**config.mk**
```make
export PLATFORM = sky130hd
export DESIGN_NAME = secure_receiver_flat
export DESIGN_NICKNAME = d
export VERILOG_FILES = /design/src/rtl/secure_receiver_pkg.sv /design/src/rtl/secure_receiver_if.sv /design/src/rtl/secure_receiver_decoder.sv /design/src/rtl/secure_receiver.sv /design/src/flat_wrapper.sv
export SDC_FILE = /design/constraint.sdc
export NUM_CORES = 1
export LEC_CHECK = 0
export BUFFER_PORTS_ARGS = -buffer_cell sky130_fd_sc_hd__clkbuf_2
export CORE_MARGIN = 2
export CORE_UTILIZATION = 30
export DETAILED_ROUTE_END_ITERATION = 6
export PLACE_DENSITY_LB_ADDON = 0.1
export SYNTH_ARGS = -nofsm -noshare
export SYNTH_HDL_FRONTEND = slang
export SYNTH_SLANG_ARGS = --single-unit
```
**constraint.sdc**
```tcl
create_clock -name clk -period 7 [get_ports clk]
set_clock_uncertainty 0.05 [all_clocks]
set_input_delay 1.05 -clock clk [delete_from_list [all_inputs] [get_ports clk]]
set_output_delay 1.05 -clock clk [all_outputs]
set_load 0.005 [all_outputs]
```
**src/rtl/secure_receiver_pkg.sv**
```systemverilog
// secure_receiver_pkg: Hamming(7,4) field indices, syndrome table and FIFO entry shared by link encoder and receiver
package secure_receiver_pkg;
    localparam int CODE_W = 7;
    localparam int PKT_W = 6;
    localparam int C_A = 0;
    localparam int C_B = 1;
    localparam int C_C = 2;
    localparam int C_P1 = 3;
    localparam int C_D = 4;
    localparam int C_P2 = 5;
    localparam int C_P3 = 6;
    // Indexed by syndrome; entry 0 holds 7, an index no codeword bit has, meaning "no flip"
    localparam logic [2:0] SYN_TO_BIT [8] = '{3'd7, 3'd6, 3'd5, 3'd4, 3'd3, 3'd2, 3'd1, 3'd0};
    typedef struct packed {
        logic [1:0] port;
        logic [3:0] data;
        logic       corrected;
    } entry_t;
endpackage

```
**src/rtl/secure_receiver_if.sv**
```systemverilog
// secure_receiver_if: four codeword channels in, corrected packet stream and error count out
interface secure_receiver_if
    import secure_receiver_pkg::*;
#(
    parameter int CNT_W = 8
) ();
    logic [3:0]          in_valid;
    logic [3:0]          in_ready;
    logic [0:CODE_W-1]   in_code0;
    logic [0:CODE_W-1]   in_code1;
    logic [0:CODE_W-1]   in_code2;
    logic [0:CODE_W-1]   in_code3;
    logic                out_valid;
    logic                out_ready;
    logic [0:PKT_W-1]    dout;
    logic                out_corrected;
    logic [CNT_W-1:0]    corr_count;
    modport master (
        output in_valid, in_code0, in_code1, in_code2, in_code3, out_ready,
        input  in_ready, out_valid, dout, out_corrected, corr_count
    );
    modport slave (
        input  in_valid, in_code0, in_code1, in_code2, in_code3, out_ready,
        output in_ready, out_valid, dout, out_corrected, corr_count
    );
endinterface

```
**src/rtl/secure_receiver_decoder.sv**
```systemverilog
// hamming74_decoder: combinational single-error-correcting Hamming(7,4) decode
module hamming74_decoder
    import secure_receiver_pkg::*;
(
    input  logic [0:CODE_W-1] code,
    output logic [0:3]        data,
    output logic              corrected
);
    logic [2:0]        s;
    logic [0:CODE_W-1] fixed;
    always_comb begin
        s = {code[C_A] ^ code[C_B] ^ code[C_C] ^ code[C_P1],
             code[C_A] ^ code[C_B] ^ code[C_D] ^ code[C_P2],
             code[C_A] ^ code[C_C] ^ code[C_D] ^ code[C_P3]};
        fixed = code;
        for (int i = 0; i < CODE_W; i++) fixed[i] = code[i] ^ (s != 3'd0 && SYN_TO_BIT[s] == 3'(i));
        data = {fixed[C_A], fixed[C_B], fixed[C_C], fixed[C_D]};
        corrected = s != 3'd0;
    end
endmodule

```
**src/rtl/secure_receiver.sv**
```systemverilog
// secure_receiver: corrects Hamming(7,4) words from four channels, round-robin into an output FIFO
module secure_receiver
    import secure_receiver_pkg::*;
#(
    parameter int FIFO_DEPTH = 4,
    parameter int CNT_W = 8
) (
    input logic              clk,
    input logic              rst,
    secure_receiver_if.slave bus
);
    localparam int AW = $clog2(FIFO_DEPTH);
    entry_t            mem_q [FIFO_DEPTH];
    entry_t            mem_d [FIFO_DEPTH];
    entry_t            head;
    logic [AW-1:0]     wptr_q, wptr_d, rptr_q, rptr_d;
    logic [AW:0]       cnt_q, cnt_d;
    logic [1:0]        rr_q, rr_d, sel;
    logic [CNT_W-1:0]  corr_q, corr_d;
    logic [3:0]        gnt;
    logic [0:CODE_W-1] code;
    logic [0:3]        dec_data;
    logic              dec_corr, full, valid, push, pop;

    hamming74_decoder u_dec (.code(code), .data(dec_data), .corrected(dec_corr));

    always_comb begin
        full = cnt_q == (AW+1)'(FIFO_DEPTH);
        valid = cnt_q != '0;
        gnt = '0;
        sel = rr_q;
        // Scan from the farthest offset down so the nearest valid channel after rr_q wins
        for (int k = 4; k >= 1; k--) begin
            if (bus.in_valid[rr_q + 2'(k)]) begin
                sel = rr_q + 2'(k);
                gnt = 4'b0001 << (rr_q + 2'(k));
            end
        end
        gnt = (rst || full) ? 4'b0000 : gnt;
        push = |gnt;
        pop = valid && bus.out_ready;
        code = sel == 2'd0 ? bus.in_code0 : sel == 2'd1 ? bus.in_code1 : sel == 2'd2 ? bus.in_code2 : bus.in_code3;
        rr_d = push ? sel : rr_q;
        wptr_d = wptr_q + AW'(push);
        rptr_d = rptr_q + AW'(pop);
        cnt_d = cnt_q + (AW+1)'(push) - (AW+1)'(pop);
        corr_d = (push && dec_corr && corr_q != '1) ? corr_q + 1'b1 : corr_q;
        mem_d = mem_q;
        if (push) mem_d[wptr_q] = entry_t'({sel, dec_data, dec_corr});
        head = mem_q[rptr_q];
    end

    // Storage is not cleared on reset; an empty count hides stale entries
    always_ff @(posedge clk) begin
        mem_q <= mem_d;
        if (rst) begin
            rr_q <= 2'd3;
            wptr_q <= '0;
            rptr_q <= '0;
            cnt_q <= '0;
            corr_q <= '0;
        end else begin
            rr_q <= rr_d;
            wptr_q <= wptr_d;
            rptr_q <= rptr_d;
            cnt_q <= cnt_d;
            corr_q <= corr_d;
        end
    end

    assign bus.in_ready = gnt;
    assign bus.out_valid = valid;
    assign bus.dout = valid ? {head.port, head.data} : '0;
    assign bus.out_corrected = valid && head.corrected;
    assign bus.corr_count = corr_q;
endmodule

```
**src/flat_wrapper.sv**
```systemverilog
// flat-port wrapper written by rule: the top's interface ports become plain ports
module secure_receiver_flat import secure_receiver_pkg::*;
#(
    parameter int FIFO_DEPTH = 4,
    parameter int CNT_W = 8
)
  (clk, rst, bus_in_valid, bus_in_code0, bus_in_code1, bus_in_code2, bus_in_code3, bus_out_ready, bus_in_ready, bus_out_valid, bus_dout, bus_out_corrected, bus_corr_count);
  secure_receiver_if #(.CNT_W(CNT_W)) bus_i ();
  input logic clk;
  input logic rst;
  input wire logic [$bits(bus_i.in_valid)-1:0] bus_in_valid;
  input wire logic [$bits(bus_i.in_code0)-1:0] bus_in_code0;
  input wire logic [$bits(bus_i.in_code1)-1:0] bus_in_code1;
  input wire logic [$bits(bus_i.in_code2)-1:0] bus_in_code2;
  input wire logic [$bits(bus_i.in_code3)-1:0] bus_in_code3;
  input wire logic [$bits(bus_i.out_ready)-1:0] bus_out_ready;
  output wire logic [$bits(bus_i.in_ready)-1:0] bus_in_ready;
  output wire logic [$bits(bus_i.out_valid)-1:0] bus_out_valid;
  output wire logic [$bits(bus_i.dout)-1:0] bus_dout;
  output wire logic [$bits(bus_i.out_corrected)-1:0] bus_out_corrected;
  output wire logic [$bits(bus_i.corr_count)-1:0] bus_corr_count;
  assign bus_i.in_valid = bus_in_valid;
  assign bus_i.in_code0 = bus_in_code0;
  assign bus_i.in_code1 = bus_in_code1;
  assign bus_i.in_code2 = bus_in_code2;
  assign bus_i.in_code3 = bus_in_code3;
  assign bus_i.out_ready = bus_out_ready;
  assign bus_in_ready = bus_i.in_ready;
  assign bus_out_valid = bus_i.out_valid;
  assign bus_dout = bus_i.dout;
  assign bus_out_corrected = bus_i.out_corrected;
  assign bus_corr_count = bus_i.corr_count;
  secure_receiver #(.FIFO_DEPTH(FIFO_DEPTH), .CNT_W(CNT_W)) u_core (.clk(clk), .rst(rst), .bus(bus_i));
endmodule
```
# Word-level counts from Yosys, hierarchy flattened

Memories as Yosys holds them, arrays and structs flattened.
Index checks and enable logic that the tools add are counted.

Register bits: 45
Bits in latches: 0
RAM bits: 0
Bits in read-only memories: 24
Output and inout bits: 20
Memories kept: 1

Memories:

| name            | words | bits a word | read ports | clocked after Yosys merged registers in | write ports | line                          | RTL |
|---|---|---|---|---|---|---|---|
| (no name shown) | 8     | 3           | 1          | 0                                       | 0           | secure_receiver_decoder.sv:16 | `for (int i = 0; i < CODE_W; i++) fixed[i] = code[i] ^ (s != 3'd0 && SYN_TO_BIT[s] == 3'(i));` |

Add/sub/neg operators: 8
$mul: 0
Div/mod/pow operators: 0
$lt $le $gt $ge: 8
Equal/unequal tests: 7
Shifts and indexed selects: 4
Multiplexer cells: 28
Bitwise operators: 15
Reduce and logical (&&, ||, !) cells: 15

Operators by type and width:

| cell                                                     | count |
|---|---|
| 2-to-1 mux 7 bit                                         | 6 |
| bitwise mux 28 bit                                       | 1 |
| 2-to-1 mux 4 bit                                         | 5 |
| << shifter 1 x 2 -> 4 bit, first input constant          | 4 |
| binary-select mux 7 bit (select 2 bit)                   | 1 |
| demux 7 bit (select 2 bit)                               | 1 |
| < comparator 2 x 3 -> 1 bit, second input constant       | 4 |
| bitwise XOR 1 bit                                        | 12 |
| logical AND 1 bit                                        | 9 |
| adder 8 x 1 -> 8 bit, second input constant              | 1 |
| binary-select mux 1 bit (select 2 bit)                   | 4 |
| inequality test 8 bit, second input constant             | 1 |
| equality test 3 bit, second input constant               | 2 |
| greater-or-equal comparator 3 bit, second input constant | 2 |
| 2-to-1 mux 2 bit                                         | 3 |
| 2-to-1 mux 3 bit                                         | 2 |
| 2-to-1 mux 6 bit                                         | 1 |
| NOT 2 -> 3 bit                                           | 2 |
| nonzero test 3 bit                                       | 2 |
| adder 2 x 1 -> 2 bit                                     | 2 |
| adder 2 bit, second input constant                       | 2 |
| greater-or-equal comparator 4 bit, second input constant | 1 |
| 2-to-1 mux 1 bit                                         | 4 |
| NOT 3 -> 4 bit                                           | 1 |
| 12 further kinds                                         | 12 |

# Longest topological paths before layout

Gate-level depths: netlist of run 1.

Depth in word-level cells: 21
Gate-level depth with buffers: 16

# Cells and area by module

Synthesis of run 1 repeated with hierarchy kept, for this count alone.

Cells, all modules: 262
Area, all modules: 2916.5 um^2

By module, submodules not included:

| module            | times used | cells an instance | area each (um^2) |
|---|---|---|---|
| secure_receiver   | 1          | 229               | 2683.8 |
| hamming74_decoder | 1          | 33                | 232.7 |

# Worst setup path after synthesis of run 1

Ideal clock, no wire load.

Path kind: flip-flop to flip-flop
Start: register u_core.rr_q[0]
End: register u_core.corr_q[7], in the netlist u_core.bus.corr_count[7]
Arrival time: 4.133 ns
Data required time: 6.879 ns
Slack: 2.747 ns
Stages on the path, launching flop included: 16
Path buffers: 3
Period minus slack after synthesis: 4.253 ns
Cells stage by stage: dfxtp_1 > buf_2 > inv_1 > ha_1 > clkbuf_1 > mux4_2 > nor2b_4 > or3_4 > and2_1 > buf_6 > mux4_2 > xnor2_2 > xnor2_1 > a31oi_4 > a31o_2 > a21oi_1

Longest elaborated chain between the ends: 16

RTL lines:

| item                                              | line                                                                                        | RTL |
|---|---|---|
| from (decl)                                       | secure_receiver.sv:18                                                                       | `logic [1:0] rr_q, rr_d, sel;` |
| from (signal assigned)                            | secure_receiver.sv:63                                                                       | `rr_q <= rr_d;` |
| adder 2 bit                                       | secure_receiver.sv:34, secure_receiver.sv:35                                                |  |
| binary-select mux 1 bit (select 2 bit)            | secure_receiver.sv:34                                                                       | `if (bus.in_valid[rr_q + 2'(k)]) begin` |
| 2-to-1 mux 1 bit (implied by the code)            | secure_receiver.sv:34                                                                       |  |
| 2-to-1 mux 2 bit (2 in a row)                     | secure_receiver.sv:34                                                                       |  |
| 2-to-1 mux 2 bit *                                | secure_receiver.sv:34                                                                       |  |
| named net u_core.sel[0]                           | secure_receiver.sv:18                                                                       |  |
| equality test 2 bit                               | secure_receiver.sv:42                                                                       | `code = sel == 2'd0 ? bus.in_code0 : sel == 2'd1 ? bus.in_code1 : sel == 2'd2 ? bus.in_code2 : bus.in_code3;` |
| 2-to-1 mux 7 bit (2 in a row)                     | secure_receiver.sv:42                                                                       |  |
| 2-to-1 mux 7 bit *                                | secure_receiver.sv:42                                                                       |  |
| bitwise XOR 1 bit (on tied branches) (3 in a row) | secure_receiver_decoder.sv:14, secure_receiver_decoder.sv:12, secure_receiver_decoder.sv:13 |  |
| nonzero test 3 bit *                              | secure_receiver_decoder.sv:18                                                               | `corrected = s != 3'd0;` |
| logical AND 1 bit * (2 in a row)                  | secure_receiver.sv:47                                                                       | `corr_d = (push && dec_corr && corr_q != '1) ? corr_q + 1'b1 : corr_q;` |
| to (signal assigned)                              | secure_receiver.sv:67                                                                       | `corr_q <= corr_d;` |
| to (decl)                                         | secure_receiver.sv:19                                                                       | `logic [CNT_W-1:0] corr_q, corr_d;` |

Mark *: on every way through the listed nets, which the timed path passes. The rest lies on a longest branch. The select of a mux whose other input is x is not followed.
A chain may end at the register's enable or synchronous reset.

# Final worst setup path of run 1

Start: register u_core.rr_q[0]
End: register u_core.corr_q[6], in the netlist u_core.bus.corr_count[6]

Longest elaborated chain between the ends: 16

RTL lines:

| item                                              | line                                                                                        | RTL |
|---|---|---|
| adder 2 bit                                       | secure_receiver.sv:34, secure_receiver.sv:35                                                |  |
| binary-select mux 1 bit (select 2 bit)            | secure_receiver.sv:34                                                                       |  |
| 2-to-1 mux 1 bit (implied by the code)            | secure_receiver.sv:34                                                                       |  |
| 2-to-1 mux 2 bit (2 in a row)                     | secure_receiver.sv:34                                                                       |  |
| 2-to-1 mux 2 bit *                                | secure_receiver.sv:34                                                                       |  |
| named net u_core.sel[1]                           | secure_receiver.sv:18                                                                       |  |
| equality test 2 bit                               | secure_receiver.sv:42                                                                       |  |
| 2-to-1 mux 7 bit (2 in a row)                     | secure_receiver.sv:42                                                                       |  |
| 2-to-1 mux 7 bit *                                | secure_receiver.sv:42                                                                       |  |
| bitwise XOR 1 bit (on tied branches) (3 in a row) | secure_receiver_decoder.sv:14, secure_receiver_decoder.sv:12, secure_receiver_decoder.sv:13 |  |
| nonzero test 3 bit *                              | secure_receiver_decoder.sv:18                                                               |  |
| named net u_core.dec_corr                         | secure_receiver.sv:23                                                                       | `logic dec_corr, full, valid, push, pop;` |
| logical AND 1 bit * (2 in a row)                  | secure_receiver.sv:47                                                                       |  |

Marks and branches as above.

==> results.tsv, run 1 <==
metric	value	unit
place.gp.congestion	0.764	
synthAdderAreaFrac	6.39	%
drv_cap	0	
drc	0	
setup-violations-final	0	
rsz0062_at_grt	false	
period_needed	5.16	ns
routed_wl	6300	µm
hp-class	reg -> reg	
clock_latency	0.29	ns
grt_max_degree	19	
arrival	5.27	ns
avgViaCountPerCell	4.81	
synth_seq_area_share	41.3	%
max_freq	0.194	GHz
crit_path_start_kind	flop	
clock_path_buffers	2	
critPathMaxStageDelay	0.76	ns
cts_tree	built	
grt_pass1_wl	10400	µm
synth_edf_count	28	
synth_compound_area_share	14.1	%
cp_slowest_cell	dfxtp_1	
holdBufCountCts	0	
grt_pass1_vias	2070	
core_area	9240	µm²
yosys_warnings	0	
hpwl	4790	µm
syn_area	2860	µm²
die-area	10300	µm²
cts_root_buf	clkbuf_8	
syn_to_final_growth	16.5	%
min_period_over_period	73.7	%
cts_made_buffers	5	
relSlewSlack	24.8	%
insertedDiodeCount	0	
synth_top_family_by_area	simple AND/OR/NAND/NOR gates	
crit_fanout	16	
die_height	102	µm
cp.required	7.11	ns
pin_count	55	
drt-initial-drc-count	76	
grt_util_all_layers	12.9	%
status	finished, final reports clean	
drtPass1Iterations	4	
fin_ws	1.84	ns
hold_viol_final	0	
path_clk_slew	0.08	ns
avgSynthCellArea	11.0	µm²
routedWlPerCell	14.3	µm
htree_num_levels	2	
synth_cells	261	
gr-total-overflow	0	
cts_setup_buffers	0	
die_w	102	µm
port_buffers	54	
nNetsFinal	360	
num_vias	2120	
cp-end-kind	flop	
ys_types	48	
crit_chain	inv_1, ha_1, mux4_2, a21oi_2, o21a_1, nor2_1, mux4_2, xnor2_2, xnor2_1, nand3_1, a31oi_1, a211oi_1	
synth.area.mux_share	13.9	%
slew_viol_final	0	
ys.flop_type	edfxtp_1	
synth-seq-cells	45	
antenna_found_initial	0	
fin_worst_hold_slack	0.453	ns
tns	0	ns
worstSetupPathType	reg -> reg	
synth_xor_area_share	5.73	%
initial_core_util	31.0	%
cts_sinks	45	
ys_async_sr_fraction	0	%
row_count	35	
postRouteAntennaNets	0	
place_ws	1.80	ns
synth_fp_nets	310	
cts_resized	0	
path_common_cell	mux4_2	
synth_simple_gate_area_share	14.9	%
layout-drive-gt1-share	27.9	%
tightest_slew	1.12	ns
## sequential cells by signal, summed over array words and instances, names as in the netlist
register / count
u_core.cnt_q: 3
u_core.wptr_q: 2
u_core.mem_q: 28
u_core.rptr_q: 2
u_core.rr_q: 2
u_core.bus.corr_count: 8
## Yosys cell counts, types with 2 or more instances
cell type / instances / area (µm²)
edfxtp_1: 28 / 841
nand2_1: 22 / 82.6
nor2_1: 20 / 75.1
dfxtp_1: 17 / 340
nor2b_1: 14 / 87.6
ha_1: 13 / 163
inv_1: 13 / 48.8
mux4_2: 12 / 270
xnor2_1: 12 / 105
o21ai_0: 10 / 50.1
clkbuf_1: 8 / 30.0
mux2i_1: 7 / 70.1
a21oi_1: 6 / 30.0
a22oi_1: 5 / 37.5
mux2_2: 5 / 56.3
a221o_1: 4 / 40.0
a2bb2oi_1: 4 / 35.0
a32oi_1: 4 / 35.0
nand2b_1: 4 / 25.0
nand3_1: 4 / 20.0
o211ai_1: 4 / 30.0
o221ai_1: 4 / 35.0
or3_1: 4 / 25.0
buf_2: 3 / 15.0
nand4_1: 3 / 18.8
xor2_1: 3 / 26.3
a211o_1: 2 / 17.5
a31o_2: 2 / 17.5
and3_1: 2 / 12.5
nor3b_1: 2 / 15.0
o21a_1: 2 / 15.0
xnor2_2: 2 / 32.5
## cell type report
type | count | area, µm²
Multi-Input combinational cell | 191 | 1570
Fill cell | 949 | 5910
Timing Repair Buffer | 55 | 278
Tap cell | 129 | 161
Inverter | 13 | 48.8
Sequential cell | 45 | 1180
Clock buffer | 8 | 90.1
## metal layers
metal	part of all wire, %	track usage, %	up-vias
li1	-	-	1071
met1	48	17.6	990
met2	47	21.6	54
met3	3.9	1.93	5
met4	1.0	3.43	0
met5	0	0	-
## cells in the final DEF, fill, tap and decap left out, types with 5 or more instances in the layout
cell / netlist / routed
a21oi_1: 6 / 6
inv_1: 13 / 13
a22oi_1: 5 / 5
xnor2_1: 12 / 12
dfxtp_1: 17 / 17
mux2_2: 5 / 5
edfxtp_1: 28 / 28
mux4_2: 12 / 12
nor2_1: 20 / 20
mux2i_1: 7 / 7
nor2b_1: 14 / 14
ha_1: 13 / 13
nand2_1: 22 / 22
clkbuf_8: 0 / 6
o21ai_0: 10 / 10
clkbuf_2: 0 / 54
## worst paths after layout
path	startpoint	endpoint	slack (ns)	cells past startpoint
worst min-delay path	u_core.bus.corr_count[5]$_SDFFE_PP0P_	u_core.bus.corr_count[5]$_SDFFE_PP0P_	0.45	1
worst max register to register	u_core.rr_q[0]$_SDFFE_PP1P_	u_core.bus.corr_count[6]$_SDFFE_PP0P_	1.84	12
worst min register to register	u_core.bus.corr_count[5]$_SDFFE_PP0P_	u_core.bus.corr_count[5]$_SDFFE_PP0P_	0.45	1
worst max-delay path	u_core.rr_q[0]$_SDFFE_PP1P_	u_core.bus.corr_count[6]$_SDFFE_PP0P_	1.84	12
## critical path, delay by kind of cell (launching register included)
family | cells | cell delay, ns
flip-flops | 1 | 0.76
multiplexers | 2 | 1.06
adder cells (fa/ha/maj) | 1 | 0.56
XOR/XNOR | 2 | 0.62
buffers and inverters | 1 | 0.24
AO/OA/AOI/OAI | 4 | 1.19
AND/OR/NAND/NOR | 2 | 0.54
## logic make-up (layout without fill, tap and decap cells)
family | Yosys count | in the layout
adder cells (fa/ha/maj) | 14 | 14
XOR/XNOR | 17 | 17
flip-flops | 45 | 45
buffers and inverters | 25 | 76
AO/OA/AOI/OAI | 53 | 53
AND/OR/NAND/NOR | 83 | 83
multiplexers | 24 | 24
## per-stage QoR
stage,instances,cell area [µm²],utilization [%]
5_1_grt,441,3330,36.1
3_5_place_dp,433,3240,35.1
6_report,441,3330,36.1
3_3_place_gp,433,3240,35.1
2_1_floorplan,261,2860,-
4_1_cts,441,3330,36.1
Power of run 1 is left out: the tool's default activity adds up to more than one toggle a clock period on the data nets, which glitch-free logic cannot reach.
==> inputs of run 2 (changes only) <==
==> constraint.sdc (replaced) <==
create_clock -name clk -period 5.3 [get_ports clk]
set_clock_uncertainty 0.05 [all_clocks]
set_input_delay 0.795 -clock clk [delete_from_list [all_inputs] [get_ports clk]]
set_output_delay 0.795 -clock clk [all_outputs]
set_load 0.005 [all_outputs]
==> results.tsv, run 2 (synthesis results as in run 1) <==
metric	value	unit
slew_viol_final	0	
status	finished, final reports clean	
hold_viol_final	0	
path_clk_slew	0.09	ns
worstSetupPathType	reg -> reg	
core_area	9240	µm²
ff2ff_path_depth	11	
rsz0062_at_grt	false	
port_buffers	54	
final_cell_mix	54 x clkbuf_2, 28 x edfxtp_1, 22 x nand2_1	
top_register	u_core.mem_q	
pin_count	55	
die_height	102	µm
routed_wl	6370	µm
grt_max_degree	19	
layout-drive-gt1-share	28.7	%
cp.required	5.42	ns
place.gp.congestion	0.755	
ff2ff_setup_slack	0.60	ns
clock_path_buffers	2	
die-area	10300	µm²
cp-startpoint	u_core.rr_q[1]$_SDFFE_PP1P_	
postRouteAntennaNets	0	
period_needed	4.70	ns
rr_startpoint	u_core.rr_q[1]$_SDFFE_PP1P_	
cts_root_buf	clkbuf_8	
critPathMaxStageDelay	0.68	ns
cts_setup_buffers	0	
routedWlPerCell	14.4	µm
initial_core_util	31.0	%
relSlewSlack	27.0	%
min_period_over_period	88.7	%
cp-end-kind	flop	
drt-initial-drc-count	91	
num_vias	2111	
crit_end	u_core.bus.corr_count[6]$_SDFFE_PP0P_	
grt_pass1_wl	10300	µm
cts_resized	0	
drc	0	
hp-class	reg -> reg	
gr-total-overflow	0	
clock_latency	0.29	ns
max_freq	0.213	GHz
arrival	4.82	ns
avgViaCountPerCell	4.77	
cts_made_buffers	5	
crit_chain	inv_1, ha_1, mux4_2, o21ai_0, and2_1, mux4_2, xnor2_2, xnor2_1, nand3_1, a31oi_1, a211oi_1	
cts_sinks	45	
syn_to_final_growth	17.8	%
hpwl	4880	µm
htree_num_levels	2	
crit_fanout	12	
final_common_cell	clkbuf_2	
largest_register_ff_count	28	
cts_tree	built	
drv_cap	0	
drtPass1Iterations	4	
insertedDiodeCount	0	
row_count	35	
crit_path_start_kind	flop	
antenna_found_initial	0	
tns	0	ns
holdBufCountCts	0	
path_common_cell	mux4_2	
grt_util_all_layers	12.6	%
reg2reg_to	u_core.bus.corr_count[6]$_SDFFE_PP0P_	
finalCoreUtilization	36.5	%
tightest_slew	1.09	ns
grt_pass1_vias	2115	
cp_slowest_cell	mux4_2	
nNetsFinal	362	
die_w	102	µm
setup-violations-final	0	
==> run 2: per-stage QoR <==
step	worst slack, ns	std cells	hold slack (ns)	instance area (µm²)
final	0.598	443	0.449	3370
after global routing	0.227	443	0.471	3370
after CTS	0.542	443	0.454	3370
after detailed placement	0.565	435	0.435	3260
after global placement	0.673	435	0.418	3260
after floorplan	1.05	261	0.414	2860
==> run 2: area by class of cell <==
class | instances | area, µm²
fillers | 946 | 5870
flip-flops and latches | 45 | 1180
multi-input cells | 191 | 1570
repair buffers | 57 | 293
clock buffers | 5 | 68.8
clock inverters | 3 | 41.3
well taps | 129 | 161
inverters | 13 | 48.8
==> run 2: how the worst min path moves through the flow <==
stage                                                     start                                     to  slack (ns)  depth (start not counted)
after floorplan           u_core.bus.corr_count[5]$_SDFFE_PP0P_  u_core.bus.corr_count[5]$_SDFFE_PP0P_        0.41                          1
after global placement    u_core.bus.corr_count[5]$_SDFFE_PP0P_  u_core.bus.corr_count[5]$_SDFFE_PP0P_        0.42                          1
after detailed placement  u_core.bus.corr_count[5]$_SDFFE_PP0P_  u_core.bus.corr_count[5]$_SDFFE_PP0P_        0.44                          1
after CTS                 u_core.bus.corr_count[5]$_SDFFE_PP0P_  u_core.bus.corr_count[5]$_SDFFE_PP0P_        0.45                          1
after global routing      u_core.bus.corr_count[5]$_SDFFE_PP0P_  u_core.bus.corr_count[5]$_SDFFE_PP0P_        0.47                          1
final                     u_core.bus.corr_count[5]$_SDFFE_PP0P_  u_core.bus.corr_count[5]$_SDFFE_PP0P_        0.45                          1
==> run 2: layer usage <==
layer | up-vias | share of wire [%] | global-route usage, %
li1 | 1074 | - | -
met1 | 985 | 49 | 17.4
met2 | 46 | 47 | 20.5
met3 | 6 | 3.7 | 2.55
met4 | 0 | 0.93 | 2.81
met5 | - | 0 | 0
==> run 2: critical path: cells and delay by family, from the launching register on <==
kind                     cells  cell delay [ns]
multiplexers                 2             1.27
AND/OR/NAND/NOR              2             0.79
XOR/XNOR                     2             0.62
AO/OA/AOI/OAI                3             0.60
adder cells (fa/ha/maj)      1             0.53
flip-flops                   1             0.51
buffers and inverters        1             0.21
Power of run 2 is left out for the same reason.
==> inputs of run 3 (changes only) <==
--- a/config.mk
+++ b/config.mk
@@ -6,6 +6,7 @@
 export NUM_CORES = 1
 export LEC_CHECK = 0
 export BUFFER_PORTS_ARGS = -buffer_cell sky130_fd_sc_hd__clkbuf_2
+export CAP_MARGIN = 20
 export CORE_MARGIN = 2
 export CORE_UTILIZATION = 30
 export DETAILED_ROUTE_END_ITERATION = 6
==> constraint.sdc (replaced) <==
create_clock -name clk -period 6.03 [get_ports clk]
set_clock_uncertainty 0.05 [all_clocks]
set_input_delay 0.9045 -clock clk [delete_from_list [all_inputs] [get_ports clk]]
set_output_delay 0.9045 -clock clk [all_outputs]
set_load 0.005 [all_outputs]
==> results.tsv, run 3 (synthesis results as in run 1) <==
metric	value	unit
top_register	u_core.mem_q	
die_w	102	µm
top_layer_used	met4	
port_buffers	54	
cp_slowest_cell	dfxtp_1	
wl_met1	3150	µm
syn_to_final_growth	16.6	%
row_count	35	
pin_count	55	
cts_root_buf	clkbuf_8	
place.gp.congestion	0.753	
die-area	10300	µm²
die_height	102	µm
initial_core_util	31.0	%
num_vias	2127	
crit_path_start_kind	flop	
postRouteAntennaNets	0	
reg2reg_to	u_core.bus.corr_count[6]$_SDFFE_PP0P_	
holdBufCountCts	0	
drv_cap	0	
hpwl	4900	µm
rsz0062_at_grt	false	
tns	0	ns
crit_fanout	16	
path_clk_slew	0.08	ns
crit_end	u_core.bus.corr_count[6]$_SDFFE_PP0P_	
met3_length	235	µm
cts_made_buffers	5	
dr_wl_met2	3000	µm
insertedDiodeCount	0	
tightest_slew	0.816	ns
arrival	5.20	ns
cts_setup_buffers	0	
antenna_found_initial	0	
htree_num_levels	2	
slew_viol_final	0	
grt_pass1_vias	2181	
ff_latch_area	1180	µm²
crit_chain	inv_1, ha_1, mux4_2, o21ai_0, and2_1, mux4_2, xnor2_2, xnor2_1, nand3_1, a31oi_1, a211oi_1	
gr-total-overflow	0	
grt_util_all_layers	13.2	%
layout-drive-gt1-share	28.0	%
path_common_cell	mux4_2	
relSlewSlack	45.4	%
min_period_over_period	84.4	%
drt-initial-drc-count	63	
avgViaCountPerCell	4.80	
fin_cells	443	
worstSetupPathType	reg -> reg	
final_cell_mix	54 x clkbuf_2, 28 x edfxtp_1, 22 x nand2_1	
cts_tree	built	
nNetsFinal	362	
drtPass1Iterations	4	
drc	0	
status	finished, final reports clean	
cts_resized	0	
path_delay_family	multiplexers	
routedWlPerCell	14.6	µm
hold_viol_final	0	
rr_startpoint	u_core.rr_q[0]$_SDFFE_PP1P_	
routed_wl	6470	µm
final_common_cell	clkbuf_2	
core_area	9240	µm²
ff2ff_setup_slack	0.94	ns
nFillCells	956	
critPathMaxStageDelay	0.76	ns
clock_path_buffers	2	
max_freq	0.197	GHz
multi_input_area	1570	µm²
dp_cells	434	
grt_pass1_wl	10700	µm
cp-startpoint	u_core.rr_q[0]$_SDFFE_PP1P_	
grt_max_degree	19	
cts_sinks	45	
cp.depth	11	
period_needed	5.09	ns
worst-path-buf-inv	1	
cp.required	6.15	ns
setup-violations-final	0	
largest_register_ff_count	28	
hp-class	reg -> reg	
cp-end-kind	flop	
ff2ff_path_depth	11	
clock_latency	0.29	ns
[run 3: cell types whose count changed in the layout (fill, tap and decap cells not counted), sizes merged]
| cell | change |
|---|---|
| bufinv | -1 |
| clkbuf | +3 |
| clkinv | -1 |
| clkinvlp | -1 |
[run 3: final cells by class]
class | count | share of cell area (%)
clock buffer | 8 | 2.40
inverter | 13 | 1.46
multi-input combinational | 191 | 47.2
sequential | 45 | 35.4
tap | 129 | 4.84
timing repair buffer | 57 | 8.70
[run 3: worst reg2reg max path: stages (launching register included)]
cell and delay, ns:
dfxtp_1 0.76, inv_1 0.25, ha_1 0.55, mux4_2 0.68
o21ai_0 0.32, and2_1 0.46, mux4_2 0.60, xnor2_2 0.15
xnor2_1 0.50, nand3_1 0.32, a31oi_1 0.25, a211oi_1 0.07
[run 3: metal layers]
layer  GRT usage [%]  vias to the layer above
met5               0                        -
met4            3.43                        0
met3            2.42                        8
met2            21.4                       45
met1            18.1                      999
li1                -                     1075
[run 3: per-stage QoR]
step,cell area (µm²),hold WS (ns),utilization [%],setup WS [ns]
floorplan,2860,0.414,-,1.78
global placement,3250,0.418,35.2,1.02
detailed placement,3250,0.425,35.2,0.919
CTS,3330,0.445,36.0,0.895
global route,3340,0.460,36.1,0.523
finish,3340,0.440,36.1,0.943
[run 3: worst min-delay path by stage]
stage | from | endpoint | slack, ns | cells past startpoint
after floorplan | u_core.bus.corr_count[5]$_SDFFE_PP0P_ | u_core.bus.corr_count[5]$_SDFFE_PP0P_ | 0.41 | 1
after global placement | u_core.bus.corr_count[5]$_SDFFE_PP0P_ | u_core.bus.corr_count[5]$_SDFFE_PP0P_ | 0.42 | 1
after detailed placement | u_core.bus.corr_count[5]$_SDFFE_PP0P_ | u_core.bus.corr_count[5]$_SDFFE_PP0P_ | 0.43 | 1
after CTS | u_core.bus.corr_count[5]$_SDFFE_PP0P_ | u_core.bus.corr_count[5]$_SDFFE_PP0P_ | 0.45 | 1
after global routing | u_core.bus.corr_count[5]$_SDFFE_PP0P_ | u_core.bus.corr_count[5]$_SDFFE_PP0P_ | 0.46 | 1
final | u_core.bus.corr_count[5]$_SDFFE_PP0P_ | u_core.bus.corr_count[5]$_SDFFE_PP0P_ | 0.44 | 1
Power of run 3 is left out for the same reason.
